**config.mk**
```make
export PLATFORM = sky130hd
export DESIGN_NAME = decoder_skid
export DESIGN_NICKNAME = d
export VERILOG_FILES = /design/src/rtl/decoder_skid.sv
export SDC_FILE = /design/constraint.sdc
export NUM_CORES = 1
export LEC_CHECK = 0
export BUFFER_PORTS_ARGS = -buffer_cell sky130_fd_sc_hd__buf_2
export CORE_MARGIN = 2
export CORE_UTILIZATION = 52
export CTS_BUF_LIST = sky130_fd_sc_hd__clkbuf_8
export CTS_CLUSTER_DIAMETER = 30
export DETAILED_ROUTE_END_ITERATION = 8
export MAX_ROUTING_LAYER = met4
export PLACE_DENSITY = 0.78
export SYNTH_ARGS = -nofsm -noshare
export SYNTH_HDL_FRONTEND = slang
export SYNTH_SLANG_ARGS = --single-unit
```
**constraint.sdc**
```tcl
create_clock -name ds_clk -period 1.8 [get_ports ds_clk]
set_input_delay 0.09 -clock ds_clk [delete_from_list [all_inputs] [get_ports ds_clk]]
set_output_delay 0.09 -clock ds_clk [all_outputs]
set_load 0.01 [all_outputs]
```
**src/rtl/decoder_skid.sv**
```systemverilog
// RV32I decode stage: registered decode results behind a 2-entry (output reg + skid) buffer.
// Latency 1 cycle from accept to ds_o_valid; 1 beat/cycle while ds_i_ready stays high.
// Backpressure: ds_o_ready = !skid_valid, a registered signal with no combinational path from ds_i_ready.
module decoder_skid #(
  parameter int DWIDTH   = 32,
  parameter int IWIDTH   = 32,
  parameter int AWIDTH   = 5,
  parameter int PC_WIDTH = 32,
  parameter int EN_M     = 0,
  parameter int EN_ZICSR = 0
) (
  input  logic                ds_clk,
  input  logic                ds_rst,
  input  logic                ds_i_valid,
  output logic                ds_o_ready,
  input  logic [IWIDTH-1:0]   ds_i_instr,
  input  logic [PC_WIDTH-1:0] ds_i_pc,
  output logic                ds_o_valid,
  input  logic                ds_i_ready,
  input  logic                ds_i_flush,
  output logic [PC_WIDTH-1:0] ds_o_pc,
  output logic [AWIDTH-1:0]   ds_o_addr_rs1,
  output logic [AWIDTH-1:0]   ds_o_addr_rs2,
  output logic [AWIDTH-1:0]   ds_o_addr_rd,
  output logic [2:0]          ds_o_funct3,
  output logic [DWIDTH-1:0]   ds_o_imm,
  output logic [13:0]         ds_o_alu,
  output logic [10:0]         ds_o_opcode,
  output logic [3:0]          ds_o_muldiv,
  output logic [3:0]          ds_o_exception
);

  // One-hot bit positions shared with execute.
  localparam int ALU_ADD  = 0;
  localparam int ALU_SUB  = 1;
  localparam int ALU_SLT  = 2;
  localparam int ALU_SLTU = 3;
  localparam int ALU_XOR  = 4;
  localparam int ALU_OR   = 5;
  localparam int ALU_AND  = 6;
  localparam int ALU_SLL  = 7;
  localparam int ALU_SRL  = 8;
  localparam int ALU_SRA  = 9;
  localparam int ALU_EQ   = 10;
  localparam int ALU_NEQ  = 11;
  localparam int ALU_GE   = 12;
  localparam int ALU_GEU  = 13;

  localparam int CLS_RTYPE  = 0;
  localparam int CLS_ITYPE  = 1;
  localparam int CLS_LOAD   = 2;
  localparam int CLS_STORE  = 3;
  localparam int CLS_BRANCH = 4;
  localparam int CLS_JAL    = 5;
  localparam int CLS_JALR   = 6;
  localparam int CLS_LUI    = 7;
  localparam int CLS_AUIPC  = 8;
  localparam int CLS_SYSTEM = 9;
  localparam int CLS_FENCE  = 10;

  localparam int EXC_ILLEGAL = 0;
  localparam int EXC_ECALL   = 1;
  localparam int EXC_EBREAK  = 2;
  localparam int EXC_MRET    = 3;

  localparam logic [6:0] OPC_RTYPE  = 7'b0110011;
  localparam logic [6:0] OPC_ITYPE  = 7'b0010011;
  localparam logic [6:0] OPC_LOAD   = 7'b0000011;
  localparam logic [6:0] OPC_STORE  = 7'b0100011;
  localparam logic [6:0] OPC_BRANCH = 7'b1100011;
  localparam logic [6:0] OPC_JAL    = 7'b1101111;
  localparam logic [6:0] OPC_JALR   = 7'b1100111;
  localparam logic [6:0] OPC_LUI    = 7'b0110111;
  localparam logic [6:0] OPC_AUIPC  = 7'b0010111;
  localparam logic [6:0] OPC_SYSTEM = 7'b1110011;
  localparam logic [6:0] OPC_FENCE  = 7'b0001111;

  typedef struct packed {
    logic [PC_WIDTH-1:0] pc;
    logic [AWIDTH-1:0]   rs1;
    logic [AWIDTH-1:0]   rs2;
    logic [AWIDTH-1:0]   rd;
    logic [2:0]          funct3;
    logic [DWIDTH-1:0]   imm;
    logic [13:0]         alu;
    logic [10:0]         opcode;
    logic [3:0]          muldiv;
    logic [3:0]          exc;
  } beat_t;

  function automatic logic [13:0] alu_arith(input logic [2:0] fn3, input logic alt_add,
                                            input logic alt_shift);
    logic [13:0] oh;
    oh = '0;
    case (fn3)
      3'b000:  oh[alt_add ? ALU_SUB : ALU_ADD] = 1'b1;
      3'b001:  oh[ALU_SLL] = 1'b1;
      3'b010:  oh[ALU_SLT] = 1'b1;
      3'b011:  oh[ALU_SLTU] = 1'b1;
      3'b100:  oh[ALU_XOR] = 1'b1;
      3'b101:  oh[alt_shift ? ALU_SRA : ALU_SRL] = 1'b1;
      3'b110:  oh[ALU_OR] = 1'b1;
      default: oh[ALU_AND] = 1'b1;
    endcase
    return oh;
  endfunction

  logic [31:0] ins;
  logic [6:0]  opc;
  logic [6:0]  f7;
  logic [2:0]  f3;
  logic [4:0]  rs1_w;
  logic [4:0]  rs2_w;
  logic [4:0]  rd_w;
  logic [2:0]  f3_w;
  logic [31:0] imm32;
  logic [13:0] alu_oh;
  logic [10:0] cls_oh;
  logic [3:0]  md;
  logic        ill;
  logic        is_ecall;
  logic        is_ebreak;
  logic        is_mret;
  beat_t       dec_beat;

  assign ins = ds_i_instr[31:0];
  assign opc = ins[6:0];
  assign f7  = ins[31:25];
  assign f3  = ins[14:12];

  always_comb begin
    rs1_w     = '0;
    rs2_w     = '0;
    rd_w      = '0;
    f3_w      = '0;
    imm32     = '0;
    alu_oh    = '0;
    alu_oh[ALU_ADD] = 1'b1;
    cls_oh    = '0;
    md        = '0;
    ill       = 1'b0;
    is_ecall  = 1'b0;
    is_ebreak = 1'b0;
    is_mret   = 1'b0;
    case (opc)
      OPC_RTYPE: begin
        cls_oh[CLS_RTYPE] = 1'b1;
        rs1_w = ins[19:15];
        rs2_w = ins[24:20];
        rd_w  = ins[11:7];
        f3_w  = f3;
        // M ops keep the default ADD selection; execute steers them by ds_o_muldiv.
        if (f7 == 7'b0000001) begin
          if (EN_M != 0) md = {1'b1, f3};
          else ill = 1'b1;
        end else if (f7 == 7'b0000000 ||
                     (f7 == 7'b0100000 && (f3 == 3'b000 || f3 == 3'b101))) begin
          alu_oh = alu_arith(f3, ins[30], ins[30]);
        end else begin
          ill = 1'b1;
        end
      end
      OPC_ITYPE: begin
        cls_oh[CLS_ITYPE] = 1'b1;
        rs1_w  = ins[19:15];
        rd_w   = ins[11:7];
        f3_w   = f3;
        imm32  = {{20{ins[31]}}, ins[31:20]};
        alu_oh = alu_arith(f3, 1'b0, ins[30]);
        if (f3 == 3'b001 && f7 != 7'b0000000) ill = 1'b1;
        if (f3 == 3'b101 && f7 != 7'b0000000 && f7 != 7'b0100000) ill = 1'b1;
      end
      OPC_LOAD: begin
        cls_oh[CLS_LOAD] = 1'b1;
        rs1_w = ins[19:15];
        rd_w  = ins[11:7];
        f3_w  = f3;
        imm32 = {{20{ins[31]}}, ins[31:20]};
        if (f3 == 3'b011 || f3[2:1] == 2'b11) ill = 1'b1;
      end
      OPC_STORE: begin
        cls_oh[CLS_STORE] = 1'b1;
        rs1_w = ins[19:15];
        rs2_w = ins[24:20];
        f3_w  = f3;
        imm32 = {{20{ins[31]}}, ins[31:25], ins[11:7]};
        if (f3 > 3'b010) ill = 1'b1;
      end
      OPC_BRANCH: begin
        cls_oh[CLS_BRANCH] = 1'b1;
        rs1_w  = ins[19:15];
        rs2_w  = ins[24:20];
        f3_w   = f3;
        imm32  = {{19{ins[31]}}, ins[31], ins[7], ins[30:25], ins[11:8], 1'b0};
        alu_oh = '0;
        case (f3)
          3'b000:  alu_oh[ALU_EQ] = 1'b1;
          3'b001:  alu_oh[ALU_NEQ] = 1'b1;
          3'b100:  alu_oh[ALU_SLT] = 1'b1;
          3'b101:  alu_oh[ALU_GE] = 1'b1;
          3'b110:  alu_oh[ALU_SLTU] = 1'b1;
          3'b111:  alu_oh[ALU_GEU] = 1'b1;
          default: ill = 1'b1;
        endcase
      end
      OPC_JAL: begin
        cls_oh[CLS_JAL] = 1'b1;
        rd_w  = ins[11:7];
        imm32 = {{11{ins[31]}}, ins[31], ins[19:12], ins[20], ins[30:21], 1'b0};
      end
      OPC_JALR: begin
        cls_oh[CLS_JALR] = 1'b1;
        rs1_w = ins[19:15];
        rd_w  = ins[11:7];
        f3_w  = f3;
        imm32 = {{20{ins[31]}}, ins[31:20]};
        if (f3 != 3'b000) ill = 1'b1;
      end
      OPC_LUI, OPC_AUIPC: begin
        cls_oh[(opc == OPC_LUI) ? CLS_LUI : CLS_AUIPC] = 1'b1;
        rd_w  = ins[11:7];
        imm32 = {ins[31:12], 12'b0};
      end
      OPC_SYSTEM: begin
        cls_oh[CLS_SYSTEM] = 1'b1;
        rs1_w = ins[19:15];
        rd_w  = ins[11:7];
        f3_w  = f3;
        imm32 = {20'b0, ins[31:20]};
        if (f3 == 3'b000) begin
          case (ins[31:20])
            12'h000: is_ecall  = 1'b1;
            12'h001: is_ebreak = 1'b1;
            12'h302: is_mret   = 1'b1;
            default: ill       = 1'b1;
          endcase
        end else if (f3 == 3'b100 || EN_ZICSR == 0) begin
          ill = 1'b1;
        end
      end
      OPC_FENCE: begin
        cls_oh[CLS_FENCE] = 1'b1;
        rs1_w = ins[19:15];
        rd_w  = ins[11:7];
        f3_w  = f3;
        imm32 = {20'b0, ins[31:20]};
      end
      default: ill = 1'b1;
    endcase
    if (ds_i_instr == '0 || ds_i_instr == '1) ill = 1'b1;
  end

  always_comb begin
    dec_beat        = '0;
    dec_beat.pc     = ds_i_pc;
    dec_beat.rs1    = AWIDTH'(rs1_w);
    dec_beat.rs2    = AWIDTH'(rs2_w);
    dec_beat.rd     = AWIDTH'(rd_w);
    dec_beat.funct3 = f3_w;
    dec_beat.imm    = DWIDTH'($signed(imm32));
    // Illegal beats still travel downstream, but carry no operation for execute to start.
    if (ill) begin
      dec_beat.exc[EXC_ILLEGAL] = 1'b1;
    end else begin
      dec_beat.alu            = alu_oh;
      dec_beat.opcode         = cls_oh;
      dec_beat.muldiv         = md;
      dec_beat.exc[EXC_ECALL]  = is_ecall;
      dec_beat.exc[EXC_EBREAK] = is_ebreak;
      dec_beat.exc[EXC_MRET]   = is_mret;
    end
  end

  beat_t out_q, out_d, skid_q, skid_d;
  logic  out_vld_q, out_vld_d, skid_vld_q, skid_vld_d;
  logic  accept, fire;

  assign ds_o_ready = !skid_vld_q;
  assign accept     = ds_i_valid && !skid_vld_q;
  assign fire       = out_vld_q && ds_i_ready;

  always_comb begin
    out_d      = out_q;
    skid_d     = skid_q;
    out_vld_d  = out_vld_q;
    skid_vld_d = skid_vld_q;
    if (ds_i_flush) begin
      out_vld_d  = 1'b0;
      skid_vld_d = 1'b0;
    end else if (!out_vld_q || fire) begin
      // Skid is older than anything arriving now, so it refills the output slot first.
      if (skid_vld_q) begin
        out_d      = skid_q;
        out_vld_d  = 1'b1;
        skid_vld_d = accept;
        if (accept) skid_d = dec_beat;
      end else begin
        out_vld_d = accept;
        if (accept) out_d = dec_beat;
      end
    end else if (accept) begin
      skid_d     = dec_beat;
      skid_vld_d = 1'b1;
    end
  end

  always_ff @(posedge ds_clk or negedge ds_rst) begin
    if (!ds_rst) begin
      out_q      <= '0;
      skid_q     <= '0;
      out_vld_q  <= 1'b0;
      skid_vld_q <= 1'b0;
    end else begin
      out_q      <= out_d;
      skid_q     <= skid_d;
      out_vld_q  <= out_vld_d;
      skid_vld_q <= skid_vld_d;
    end
  end

  assign ds_o_valid     = out_vld_q;
  assign ds_o_pc        = out_q.pc;
  assign ds_o_addr_rs1  = out_q.rs1;
  assign ds_o_addr_rs2  = out_q.rs2;
  assign ds_o_addr_rd   = out_q.rd;
  assign ds_o_funct3    = out_q.funct3;
  assign ds_o_imm       = out_q.imm;
  assign ds_o_alu       = out_q.alu;
  assign ds_o_opcode    = out_q.opcode;
  assign ds_o_muldiv    = out_q.muldiv;
  assign ds_o_exception = out_q.exc;

endmodule

```
==> key figures <==
STA
  – Hold Vio Cnt, Final: 1
  – Slew Limit Fails: 0
  – Worst-margin pin slew: 0.712 ns
  – Fin Setup TNS: 0 ns
  – Period minus WS final: 1.79 ns
  – Final setup violation count: 0
  – Maximum clock rate: 0.559 GHz
  – Clock skew: 0.0177 ns
  – Slew margin rel.: 52.4%
  – Hold_ws: -0.0222 ns
  – Period utilisation layout: 99.4%

Floorplan
  – Die Area: 21,200 sq um
  – Starting Density: 53.2%
  – I/O pin cnt: 186
  – Core area: 19,600 sq um
  – Die height: 146 um
  – Num rows: 51
  – Die W: 146 um

Status
  – Status: finished with violations
  – Failing checks: negative hold slack

Logic synthesis
  – FFs w/ async S/R, synth: 100%
  – Mapped Cells: 1,048
  – #FFs+latches synth: 224
  – Synth Flop Type: dfrtp_1
  – Seq/Total Area, Yosys: 53.8%
  – Number of flops mapped to enable cells by yosys: 0
  – Syn avg cell area: 9.95 sq um
  – Post-Syn Area: 10,400 sq um
  – Distinct cells, synth: 66
  – Warnings from Yosys: 0

Finish
  – Final #Nets: 1,465
  – Sequential standard cell area: 5610 sq um
  – Area Growth Syn to Fin: 37.9%
  – Fillcell total: 1,340
  – Layout cells sized above 1: 34.2%
  – Commonest non-fill, non-tap cell in the layout: dfrtp_1
  – Commonest non-fill, non-tap cells in the layout: dfrtp_1 (223), nand2_1 (193), buf_2 (178)
  – Fin util: 73.4%
  – Area of the multi-input gates: 4560 sq um
  – Final Non-Filler Cells: 1,698

Critical path
  – R2R Path Start: skid_vld_q
  – Crit path kind: input pin to register
  – WP data arrival: 2.25 ns
  – Crit path from: ds_i_instr[31]
  – CP Data Required Time: 2.26 ns
  – CP Capture Type: register
  – Critical path launch point type: input pin
  – Crit path max fanout: 7

Drt
  – DR vias/cell: 5.79
  – 1st-iter DRT viols: 851
  – Post-Route WL: 32,100 um
  – Via count: 9,832
  – DRT Pass-1 Iters: 5
  – Post-DRT Antenna Nets: 0
  – # DRC: 0
  – Wirelength per Cell: 18.9 um

Run
  – Max Cap Viol: 0

Hold path
  – Hold_sp: ds_i_instr[16]
  – Worst hold path type: input pin to register

Power and ir drop
  – Final Power: 13,400 uW
  – Leak Pwr: 0.00670 uW
  – PD cells: 929 nW/um^2
  – VDD IR max: 0.000586 V

Placement
  – Placed Instances: 1,543
  – Post-DP HPWL: 20,100 um
  – Routability cong.: 0.975
  – Buffers on Ports: 181

Clocking
  – Root buffer cell: clkbuf_8
  – Clock Latency Late Sink: 0.57 ns
  – CTS tree: built
  – Clk sinks: 224
  – CTS max path bufs: 3
  – Worst-path clk slew: 0.05 ns
  – Cts bufs inserted: 48
  – CTS H-tree depth: 2

GRT
  – Number of global-route vias before repair: 9,521
  – GRT Util Overall: 30.2%
  – Largest net degree at the start of global routing: 87
  – First-pass GRT wire length: 50,300 um
  – Initial antenna violation count: 1
  – GRT Residual Overflow: 0
-- sequential cells by signal (all words and copies together), names as in the netlist --
signal	count
ds_o_addr_rd	5
ds_o_addr_rs1	5
ds_o_addr_rs2	5
ds_o_alu	14
ds_o_exception	4
ds_o_funct3	3
ds_o_imm	32
ds_o_opcode	11
ds_o_pc	32
ds_o_valid	1
skid_q	111
skid_vld_q	1
-- final cells by class --
type	instances	area share, %
antenna	1	0.0174
clock buffer	56	5.36
clock inverter	30	1.54
inverter	7	0.218
multi-input combinational	732	31.7
sequential	224	39.0
tap	265	2.31
timing repair buffer	383	19.8
-- worst max-delay path, stage by stage --
cell and delay [ns]:
buf_2 0.11, nor4_2 0.44, nor3b_4 0.32, o21ai_1 0.15
a311oi_4 0.30, buf_4 0.24, nand3_4 0.16, buf_4 0.20
o31ai_1 0.23
-- worst paths after layout --
check                           slack, ns             end  cells after the start
max in group asynchronous            1.04      skid_q[79]                      3
worst min-delay path                -0.02      skid_q[79]                      4
min in group asynchronous            0.11      ds_o_pc[8]                      2
worst min register to register       0.47       skid_q[9]                      2
worst max register to register       0.07  ds_o_opcode[3]                      7
worst max-delay path                 0.01  ds_o_opcode[3]                      9
-- cell usage after synthesis, types with 2 or more instances --
| cell type | number | area (sq um) |
|---|---|---|
| nand3b_1 | 2 | 15.0 |
| nor2b_1 | 4 | 25.0 |
| buf_4 | 5 | 37.5 |
| o211ai_1 | 24 | 180 |
| and3_1 | 16 | 100 |
| a21oi_1 | 57 | 285 |
| o21a_1 | 21 | 158 |
| buf_1 | 2 | 7.51 |
| clkbuf_1 | 70 | 263 |
| o41ai_1 | 9 | 78.8 |
| nor4_1 | 7 | 43.8 |
| a211oi_1 | 3 | 22.5 |
| mux2_2 | 56 | 631 |
| nor3_1 | 6 | 30.0 |
| a22oi_1 | 4 | 30.0 |
| o21ai_0 | 138 | 691 |
| or3_1 | 5 | 31.3 |
| o31ai_1 | 19 | 143 |
| nor2_1 | 31 | 116 |
| and2_1 | 3 | 18.8 |
| nand4_1 | 14 | 87.6 |
| o22a_1 | 3 | 26.3 |
| nand2b_1 | 5 | 31.3 |
| or2_2 | 3 | 18.8 |
| a221oi_1 | 4 | 35.0 |
| a211o_1 | 2 | 17.5 |
| a31oi_1 | 9 | 56.3 |
| nand2_1 | 196 | 736 |
| o21bai_1 | 2 | 15.0 |
| or4_1 | 5 | 37.5 |
| buf_2 | 10 | 50.1 |
| inv_1 | 6 | 22.5 |
| nand3_1 | 16 | 80.1 |
| mux2i_1 | 35 | 350 |
| o311ai_0 | 2 | 17.5 |
| dfrtp_1 | 224 | 5610 |
-- power by group --
part / total, uW / internal, uW / switching, uW
clock: 5530 / 3160 / 2370
sequential: 5850 / 5560 / 292
combinational: 1980 / 935 / 1040
total: 13400 / 9660 / 3700
-- cells by family after synthesis --
| logic type | after synthesis | synth area share (%) |
|---|---|---|
| mux | 91 | 9.41 |
| buf+inv | 95 | 3.79 |
| flops | 224 | 53.8 |
| xor+xnor | 2 | 0.168 |
| compound gates | 307 | 18.0 |
| other cells | 1 | 0.0360 |
| simple gates | 328 | 14.8 |
-- routing by layer --
metal  up-vias  wire length [um]  global-route usage, %
met1      4756             13100                   39.8
met2       511             15100                   46.9
met3       130              2490                   5.27
li1       4435                 -                      -
met5         -                 0                      -
met4         0              1430                   11.9
-- metrics by stage --
step | setup WS [ns] | hold WS, ns | instance area (sq um)
after global routing | -0.0968 | 0.0131 | 14400
after floorplan | -0.0509 | -0.206 | 10500
after detailed placement | -0.597 | 0.109 | 12500
after global placement | -0.461 | 0.103 | 12500
after CTS | 0.00379 | 0.00297 | 14200
final | 0.0100 | -0.0222 | 14400
-- what timing repair did --
action	in CTS	in global routing
resized for setup	9	19
pin swaps	0	5
buffers inserted	0	6
cloned	1	1
hold buffers	63	3
hold endpoints to repair	328	6
endpoints found under the setup margin	2	33
Power figures use the tool's default switching activity.
